==> src/rtl/sram_port_arbiter_if.sv <==
// One SRAM-like request/response port (req/addr_ok/data_ok handshake).
interface sram_port_arbiter_if;
    logic        req;
    logic        wr;
    logic [1:0]  size;
    logic [31:0] addr;
    logic [3:0]  wstrb;
    logic [31:0] wdata;
    logic        addr_ok;
    logic        data_ok;
    logic [31:0] rdata;

    modport master (
        output req, wr, size, addr, wstrb, wdata,
        input  addr_ok, data_ok, rdata
    );

    modport slave (
        input  req, wr, size, addr, wstrb, wdata,
        output addr_ok, data_ok, rdata
    );
endinterface

==> src/rtl/sram_port_arbiter.sv <==
// Generic FIFO: 0-cycle read of head, registered push/pop; caller must not push when full or pop when empty.
module fifo #(
    parameter int WIDTH = 1,
    parameter int DEPTH = 4
) (
    input  logic                     clk,
    input  logic                     reset,
    input  logic                     push,
    input  logic [WIDTH-1:0]         push_dat,
    input  logic                     pop,
    output logic [WIDTH-1:0]         head_dat,
    output logic [$clog2(DEPTH):0]   count,
    output logic                     full,
    output logic                     empty
);
    localparam int PW = $clog2(DEPTH);
    localparam logic [PW:0] FULL_CNT = (PW+1)'(DEPTH);

    logic [WIDTH-1:0] mem_q [DEPTH];
    logic [PW-1:0]    wr_ptr;
    logic [PW-1:0]    rd_ptr;

    // DEPTH is a power of two, so pointers wrap by natural overflow.
    always_ff @(posedge clk) begin
        if (reset) begin
            wr_ptr <= '0;
            rd_ptr <= '0;
            count  <= '0;
        end else begin
            if (push) wr_ptr <= wr_ptr + 1'b1;
            if (pop)  rd_ptr <= rd_ptr + 1'b1;
            if (push && !pop)      count <= count + 1'b1;
            else if (pop && !push) count <= count - 1'b1;
        end
    end

    always_ff @(posedge clk) begin
        if (push && !reset) mem_q[wr_ptr] <= push_dat;
    end

    assign head_dat = mem_q[rd_ptr];
    assign full     = (count == FULL_CNT);
    assign empty    = (count == '0);
endmodule

// Arbitrates inst/data onto one SRAM port (data first, grant held until addr_ok); zero added latency.
// Backpressure: mem_req drops when DEPTH transactions are outstanding; responses routed by in-order tag FIFO.
module sram_port_arbiter #(
    parameter int DEPTH = 4
) (
    input  logic                        clk,
    input  logic                        reset,
    sram_port_arbiter_if.slave          inst,
    sram_port_arbiter_if.slave          data,
    sram_port_arbiter_if.master         mem,
    output logic                        idle
);
    localparam int PW = $clog2(DEPTH);

    typedef struct packed {
        logic        wr;
        logic [1:0]  size;
        logic [31:0] addr;
        logic [3:0]  wstrb;
        logic [31:0] wdata;
    } req_fields_t;

    typedef enum logic {
        LOCK_OPEN,
        LOCK_HELD
    } lock_state_t;

    lock_state_t lock_state, lock_state_nxt;
    logic        lock;
    logic        lock_owner, lock_owner_nxt;
    logic        owner;       // 0 = inst, 1 = data
    logic        owner_req;
    logic        accept;
    logic        pop;
    logic        head;
    logic        full;
    logic        empty;
    logic [PW:0] count;

    req_fields_t inst_fields, data_fields, mem_fields;

    assign inst_fields = {inst.wr, inst.size, inst.addr, inst.wstrb, inst.wdata};
    assign data_fields = {data.wr, data.size, data.addr, data.wstrb, data.wdata};

    assign lock = (lock_state == LOCK_HELD);

    always_comb begin
        owner      = data.req;
        owner_req  = data.req | inst.req;
        if (lock) begin
            owner     = lock_owner;
            owner_req = lock_owner ? data.req : inst.req;
        end
        mem_fields = '0;
        if (owner_req) mem_fields = owner ? data_fields : inst_fields;
    end

    // Full gating uses registered count only, so no data_ok -> req path exists.
    assign mem.req   = owner_req & ~full & ~reset;
    assign mem.wr    = mem_fields.wr;
    assign mem.size  = mem_fields.size;
    assign mem.addr  = mem_fields.addr;
    assign mem.wstrb = mem_fields.wstrb;
    assign mem.wdata = mem_fields.wdata;

    assign accept       = mem.req & mem.addr_ok;
    assign inst.addr_ok = accept & ~owner;
    assign data.addr_ok = accept & owner;

    assign pop          = mem.data_ok & ~empty & ~reset;
    assign inst.data_ok = pop & ~head;
    assign data.data_ok = pop & head;
    assign inst.rdata   = mem.rdata;
    assign data.rdata   = mem.rdata;

    assign idle = (reset | empty) & ~inst.req & ~data.req;

    always_ff @(posedge clk) begin
        if (reset) begin
            lock_state <= LOCK_OPEN;
            lock_owner <= 1'b0;
        end else begin
            lock_state <= lock_state_nxt;
            lock_owner <= lock_owner_nxt;
        end
    end

    always_comb begin
        lock_state_nxt = lock_state;
        lock_owner_nxt = lock_owner;
        case (lock_state)
            LOCK_OPEN: begin
                if (mem.req && !mem.addr_ok) begin
                    lock_state_nxt = LOCK_HELD;
                    lock_owner_nxt = owner;
                end
            end
            LOCK_HELD: begin
                // Also release if the owner withdraws its request mid-wait.
                if (accept || !owner_req) lock_state_nxt = LOCK_OPEN;
            end
            default: lock_state_nxt = LOCK_OPEN;
        endcase
    end

    fifo #(
        .WIDTH (1),
        .DEPTH (DEPTH)
    ) u_tag_fifo (
        .clk      (clk),
        .reset    (reset),
        .push     (accept),
        .push_dat (owner),
        .pop      (pop),
        .head_dat (head),
        .count    (count),
        .full     (full),
        .empty    (empty)
    );
endmodule

==> src/flat_wrapper.sv <==
// flat-port wrapper written by rule: the top's interface ports become plain ports
module sram_port_arbiter_flat 
#(
    parameter int DEPTH = 4
)
  (clk, reset, idle, inst_req, inst_wr, inst_size, inst_addr, inst_wstrb, inst_wdata, inst_addr_ok, inst_data_ok, inst_rdata, data_req, data_wr, data_size, data_addr, data_wstrb, data_wdata, data_addr_ok, data_data_ok, data_rdata, mem_req, mem_wr, mem_size, mem_addr, mem_wstrb, mem_wdata, mem_addr_ok, mem_data_ok, mem_rdata);
  sram_port_arbiter_if inst_i ();
  sram_port_arbiter_if data_i ();
  sram_port_arbiter_if mem_i ();
  input  logic clk;
  input  logic reset;
  output logic idle;
  input wire logic [$bits(inst_i.req)-1:0] inst_req;
  input wire logic [$bits(inst_i.wr)-1:0] inst_wr;
  input wire logic [$bits(inst_i.size)-1:0] inst_size;
  input wire logic [$bits(inst_i.addr)-1:0] inst_addr;
  input wire logic [$bits(inst_i.wstrb)-1:0] inst_wstrb;
  input wire logic [$bits(inst_i.wdata)-1:0] inst_wdata;
  output wire logic [$bits(inst_i.addr_ok)-1:0] inst_addr_ok;
  output wire logic [$bits(inst_i.data_ok)-1:0] inst_data_ok;
  output wire logic [$bits(inst_i.rdata)-1:0] inst_rdata;
  input wire logic [$bits(data_i.req)-1:0] data_req;
  input wire logic [$bits(data_i.wr)-1:0] data_wr;
  input wire logic [$bits(data_i.size)-1:0] data_size;
  input wire logic [$bits(data_i.addr)-1:0] data_addr;
  input wire logic [$bits(data_i.wstrb)-1:0] data_wstrb;
  input wire logic [$bits(data_i.wdata)-1:0] data_wdata;
  output wire logic [$bits(data_i.addr_ok)-1:0] data_addr_ok;
  output wire logic [$bits(data_i.data_ok)-1:0] data_data_ok;
  output wire logic [$bits(data_i.rdata)-1:0] data_rdata;
  output wire logic [$bits(mem_i.req)-1:0] mem_req;
  output wire logic [$bits(mem_i.wr)-1:0] mem_wr;
  output wire logic [$bits(mem_i.size)-1:0] mem_size;
  output wire logic [$bits(mem_i.addr)-1:0] mem_addr;
  output wire logic [$bits(mem_i.wstrb)-1:0] mem_wstrb;
  output wire logic [$bits(mem_i.wdata)-1:0] mem_wdata;
  input wire logic [$bits(mem_i.addr_ok)-1:0] mem_addr_ok;
  input wire logic [$bits(mem_i.data_ok)-1:0] mem_data_ok;
  input wire logic [$bits(mem_i.rdata)-1:0] mem_rdata;
  assign inst_i.req = inst_req;
  assign inst_i.wr = inst_wr;
  assign inst_i.size = inst_size;
  assign inst_i.addr = inst_addr;
  assign inst_i.wstrb = inst_wstrb;
  assign inst_i.wdata = inst_wdata;
  assign inst_addr_ok = inst_i.addr_ok;
  assign inst_data_ok = inst_i.data_ok;
  assign inst_rdata = inst_i.rdata;
  assign data_i.req = data_req;
  assign data_i.wr = data_wr;
  assign data_i.size = data_size;
  assign data_i.addr = data_addr;
  assign data_i.wstrb = data_wstrb;
  assign data_i.wdata = data_wdata;
  assign data_addr_ok = data_i.addr_ok;
  assign data_data_ok = data_i.data_ok;
  assign data_rdata = data_i.rdata;
  assign mem_req = mem_i.req;
  assign mem_wr = mem_i.wr;
  assign mem_size = mem_i.size;
  assign mem_addr = mem_i.addr;
  assign mem_wstrb = mem_i.wstrb;
  assign mem_wdata = mem_i.wdata;
  assign mem_i.addr_ok = mem_addr_ok;
  assign mem_i.data_ok = mem_data_ok;
  assign mem_i.rdata = mem_rdata;
  sram_port_arbiter #(.DEPTH(DEPTH)) u_core (.clk(clk), .reset(reset), .inst(inst_i), .data(data_i), .mem(mem_i), .idle(idle));
endmodule
==> config.mk <==
export PLATFORM = sky130hd
export DESIGN_NAME = sram_port_arbiter_flat
export DESIGN_NICKNAME = d
export VERILOG_FILES = /design/src/rtl/sram_port_arbiter_if.sv /design/src/rtl/sram_port_arbiter.sv /design/src/flat_wrapper.sv
export SDC_FILE = /design/constraint.sdc
export NUM_CORES = 1
export LEC_CHECK = 0
export CAP_MARGIN = 20
export CORE_AREA = 2 2 125 127
export DETAILED_ROUTE_END_ITERATION = 8
export DIE_AREA = 0 0 127 129
export PLACE_DENSITY = 0.62
export RECOVER_POWER = 25
export SKIP_LAST_GASP = 1
export SLEW_MARGIN = 25
export SYNTH_ARGS = -nofsm -noshare
export SYNTH_HDL_FRONTEND = slang
export SYNTH_SLANG_ARGS = --single-unit
==> constraint.sdc <==
create_clock -name clk -period 3.05 [get_ports clk]
set_clock_uncertainty 0.15 [all_clocks]
set_input_delay 0.61 -clock clk [delete_from_list [all_inputs] [get_ports clk]]
set_output_delay 0.61 -clock clk [all_outputs]
set_load 0.01 [all_outputs]
==> metrics.csv <==
stage,metric,value,unit
cts,clock latency on the worst-skew pair,250,ps
critical_path,CP max stage delay,550,ps
floorplan,die width,127,um
detailed_routing,drt pass-1 iters,5,
floorplan,die area,0.0164,mm2
logic_synthesis,Mapped Area,0.00274,mm2
critical_path,R2R depth,10,
global_routing,largest net degree at the start of global routing,34,
timing,"Slew Viols, Final",0,
cts,Sinks on Clock Net,15,
layout,nets,731,
power,Static Leak,2.03,nW
layout,area delta synth->final,77.1,%
detailed_routing,vias per inst,4.18,
logic_synthesis,sequential area share after synthesis,12.4,%
critical_path,CP Class,input pin to output port,
cts,CTS Hold Buffers Added,0,
critical_path,CP endpoint kind,output port,
logic_synthesis,Post-Synthesis Cells,379,
logic_synthesis,yosys warns,0,
critical_path,most frequent CP cell,clkdlybuf4s50_1,
placed_design,routability cong.,0.794,
cts,TritonCTS clock tree,yes,
timing,Final Hold Fails,0,
logic_synthesis,share of the synthesized area in the top cell type,22.0,%
timing,headroom to the max-slew limit,64.6,%
timing,worst hold slack,314,ps
floorplan,boundary pin count,321,
detailed_routing,remaining antenna violation count after routing,0,
critical_path,Worst path slowest cell,clkdlybuf4s50_1,
timing,setup ws final,-97.6,ps
timing,fmax,318,MHz
timing,Setup TNS,-1880,ps
critical_path,critical-path cell list,clkdlybuf4s50_1 -> a21oi_4 -> a31o_4 -> buf_4 -> a21oi_2 -> clkdlybuf4s50_1,
global_routing,first-pass GRT wire length,15400,um
global_routing,vias in the first global route,2940,
outcome,failing checks,setup timing,
layout,share of cells above drive strength 1,21.0,%
logic_synthesis,syn avg cell area,7.23,um2
logic_synthesis,"flops & latches, synth",15,
placed_design,Setup WS pre-CTS,-284,ps
critical_path,Critical Path Source Type,input pin,
critical_path,Worst EP arrival,2390,ps
logic_synthesis,Area contributors post-synth,"a21oi_2 (22%), nand2_1 (20%), buf_4 (18%)",
layout,Finished Layout Cells,732,
logic_synthesis,Post-Syn Nets,565,
critical_path,"critical path fanouts, max",15,
detailed_routing,DRC Markers,0,
placed_design,port bufs,224,
timing,actual slew at the worst max-slew pin,530,ps
detailed_routing,via count,3058,
power,maximum VDD drop,0.250,mV
cts,H-tree Lvls,1,
layout,Final Util,32.4,%
outcome,outcome,"complete, but fails checks",
global_routing,antenna violations before repair,0,
min_path,worst hold path type,register to register,
floorplan,DIE HEIGHT,129,um
cts,CTS max path bufs,2,
power,Pwr Density,373,mW/mm2
floorplan,Initial Util,18.3,%
min_path,Min-Delay Path Depth,1,
timing,crit share post-route,103,%
placed_design,Post-DP HPWL,8330,um
critical_path,"Req. time, crit path",2290,ps
global_routing,Global Route Usage Sum,11.8,%
layout,Ant. Diodes,0,
cts,CTS Root Cell,clkbuf_16,
global_routing,GRT overflow,0,
cts,clk slew on worst S/H paths,40,ps
floorplan,CORE AREA,0.0150,mm2
placed_design,# placed instances,723,
detailed_routing,final WL,10500,um
timing,post-route minimum period,3150,ps
layout,# fillers,1579,
detailed_routing,DR WL/cell,14.4,um
timing,RSZ-0062 raised after global routing,true,
floorplan,number of placement rows,45,
run,max cap viols,0,
detailed_routing,starting DRC count in detailed routing,119,
logic_synthesis,Yosys cell types,38,
timing,final setup fails,35,
logic_synthesis,Synth area leader,a21oi_2,
cts,clock buffer count from CTS,3,
==> cells in the final DEF (no fill, tap or decap), types with 2 or more instances in the layout <==
master / count
a21oi_1: 3
a21oi_2: 69
a21oi_4: 2
a31o_4: 2
and2_1: 7
buf_12: 5
buf_4: 20
clkbuf_16: 3
clkdlybuf4s50_1: 184
dfxtp_1: 11
dlygate4sd2_1: 30
dlymetal6s2s_1: 8
edfxtp_1: 4
ha_1: 5
inv_1: 4
mux2i_1: 3
nand2_1: 145
nand2b_1: 3
nor2_1: 8
nor3_1: 3
or3_1: 2
xor2_1: 2
==> layout make-up <==
type | count | area [um2] | area share (%)
Multi-Input combinational cell | 269 | 1660 | 34.3
Tap cell | 188 | 235 | 4.85
Timing Repair Buffer | 250 | 2510 | 51.7
Inverter | 6 | 27.5 | 0.567
Sequential cell | 15 | 340 | 7.01
Clock buffer | 4 | 78.8 | 1.62
==> per-stage QoR <==
step           power (W)  cell area (um2)
6_report         0.00181             4850
5_1_grt          0.00194             4850
4_1_cts          0.00184             4810
3_5_place_dp     0.00158             4710
3_3_place_gp     0.00156             4710
2_1_floorplan    0.00103             2740
==> per-layer routing <==
metal	GRT usage, %	part of all wire (%)	vias up
li1	-	-	1489
met1	13.9	40	1356
met3	4.78	12	13
met2	20.4	47	200
met4	2.33	1.2	0
met5	0	0	-
==> cells by family after synthesis <==
logic type,count (synthesis),synth area share (%)
AOI/OAI and AO/OA,80,26.0
xor gates and xnor gates,3,0.959
adders and majority gates,6,3.01
buffers and inverters,95,27.7
DFF,15,12.4
muxes,6,2.88
and+or+nand+nor,174,27.1
==> final timing paths <==
check | start | slack, ps | to
worst max register to register | u_core.u_tag_fifo.count[0] | 430 | u_core.u_tag_fifo.count[2]
worst min register to register | u_core.u_tag_fifo.rd_ptr[1] | 310 | u_core.u_tag_fifo.rd_ptr[1]
worst max-delay path | inst_req | -100 | mem_addr[25]
worst min-delay path | u_core.u_tag_fifo.rd_ptr[1] | 310 | u_core.u_tag_fifo.rd_ptr[1]
==> synthesized netlist by cell type, drive strengths merged <==
library cell / instances
a211oi: 1
nor3b: 3
xnor2: 1
ha: 5
mux2i: 3
a21oi: 74
nor4b: 1
mux4: 1
xor2: 2
or3: 2
mux2: 2
dfxtp: 11
buf: 81
nand2: 145
nor3: 3
nor2: 8
or4: 1
o21a: 1
nand2b: 4
a31o: 2
and2: 7
fa: 1
o41ai: 1
o21ai: 1
inv: 6
clkbuf: 8
edfxtp: 4
==> worst max-delay path: cells and delay by family <==
| kind | cells | cell delay, ps |
|---|---|---|
| AOI/OAI and AO/OA | 3 | 460 |
| buffers and inverters | 3 | 1320 |
==> what timing repair did <==
| item | in CTS | in global routing |
|---|---|---|
| endpoints found under the setup margin | 74 | 52 |
| pin swaps | 1 | 2 |
| hold endpoints to repair | 0 | 0 |
| buffers inserted | 3 | 1 |
| gates cloned | 1 | 0 |
| resized for setup | 33 | 11 |
==> where the power goes <==
part / internal [W] / total, W / switching [W]
logic: 0.000694 / 0.00128 / 0.000587
clock network: 0.000177 / 0.000256 / 0.0000790
registers: 0.000239 / 0.000274 / 0.0000359
Power figures use the tool's default switching activity.
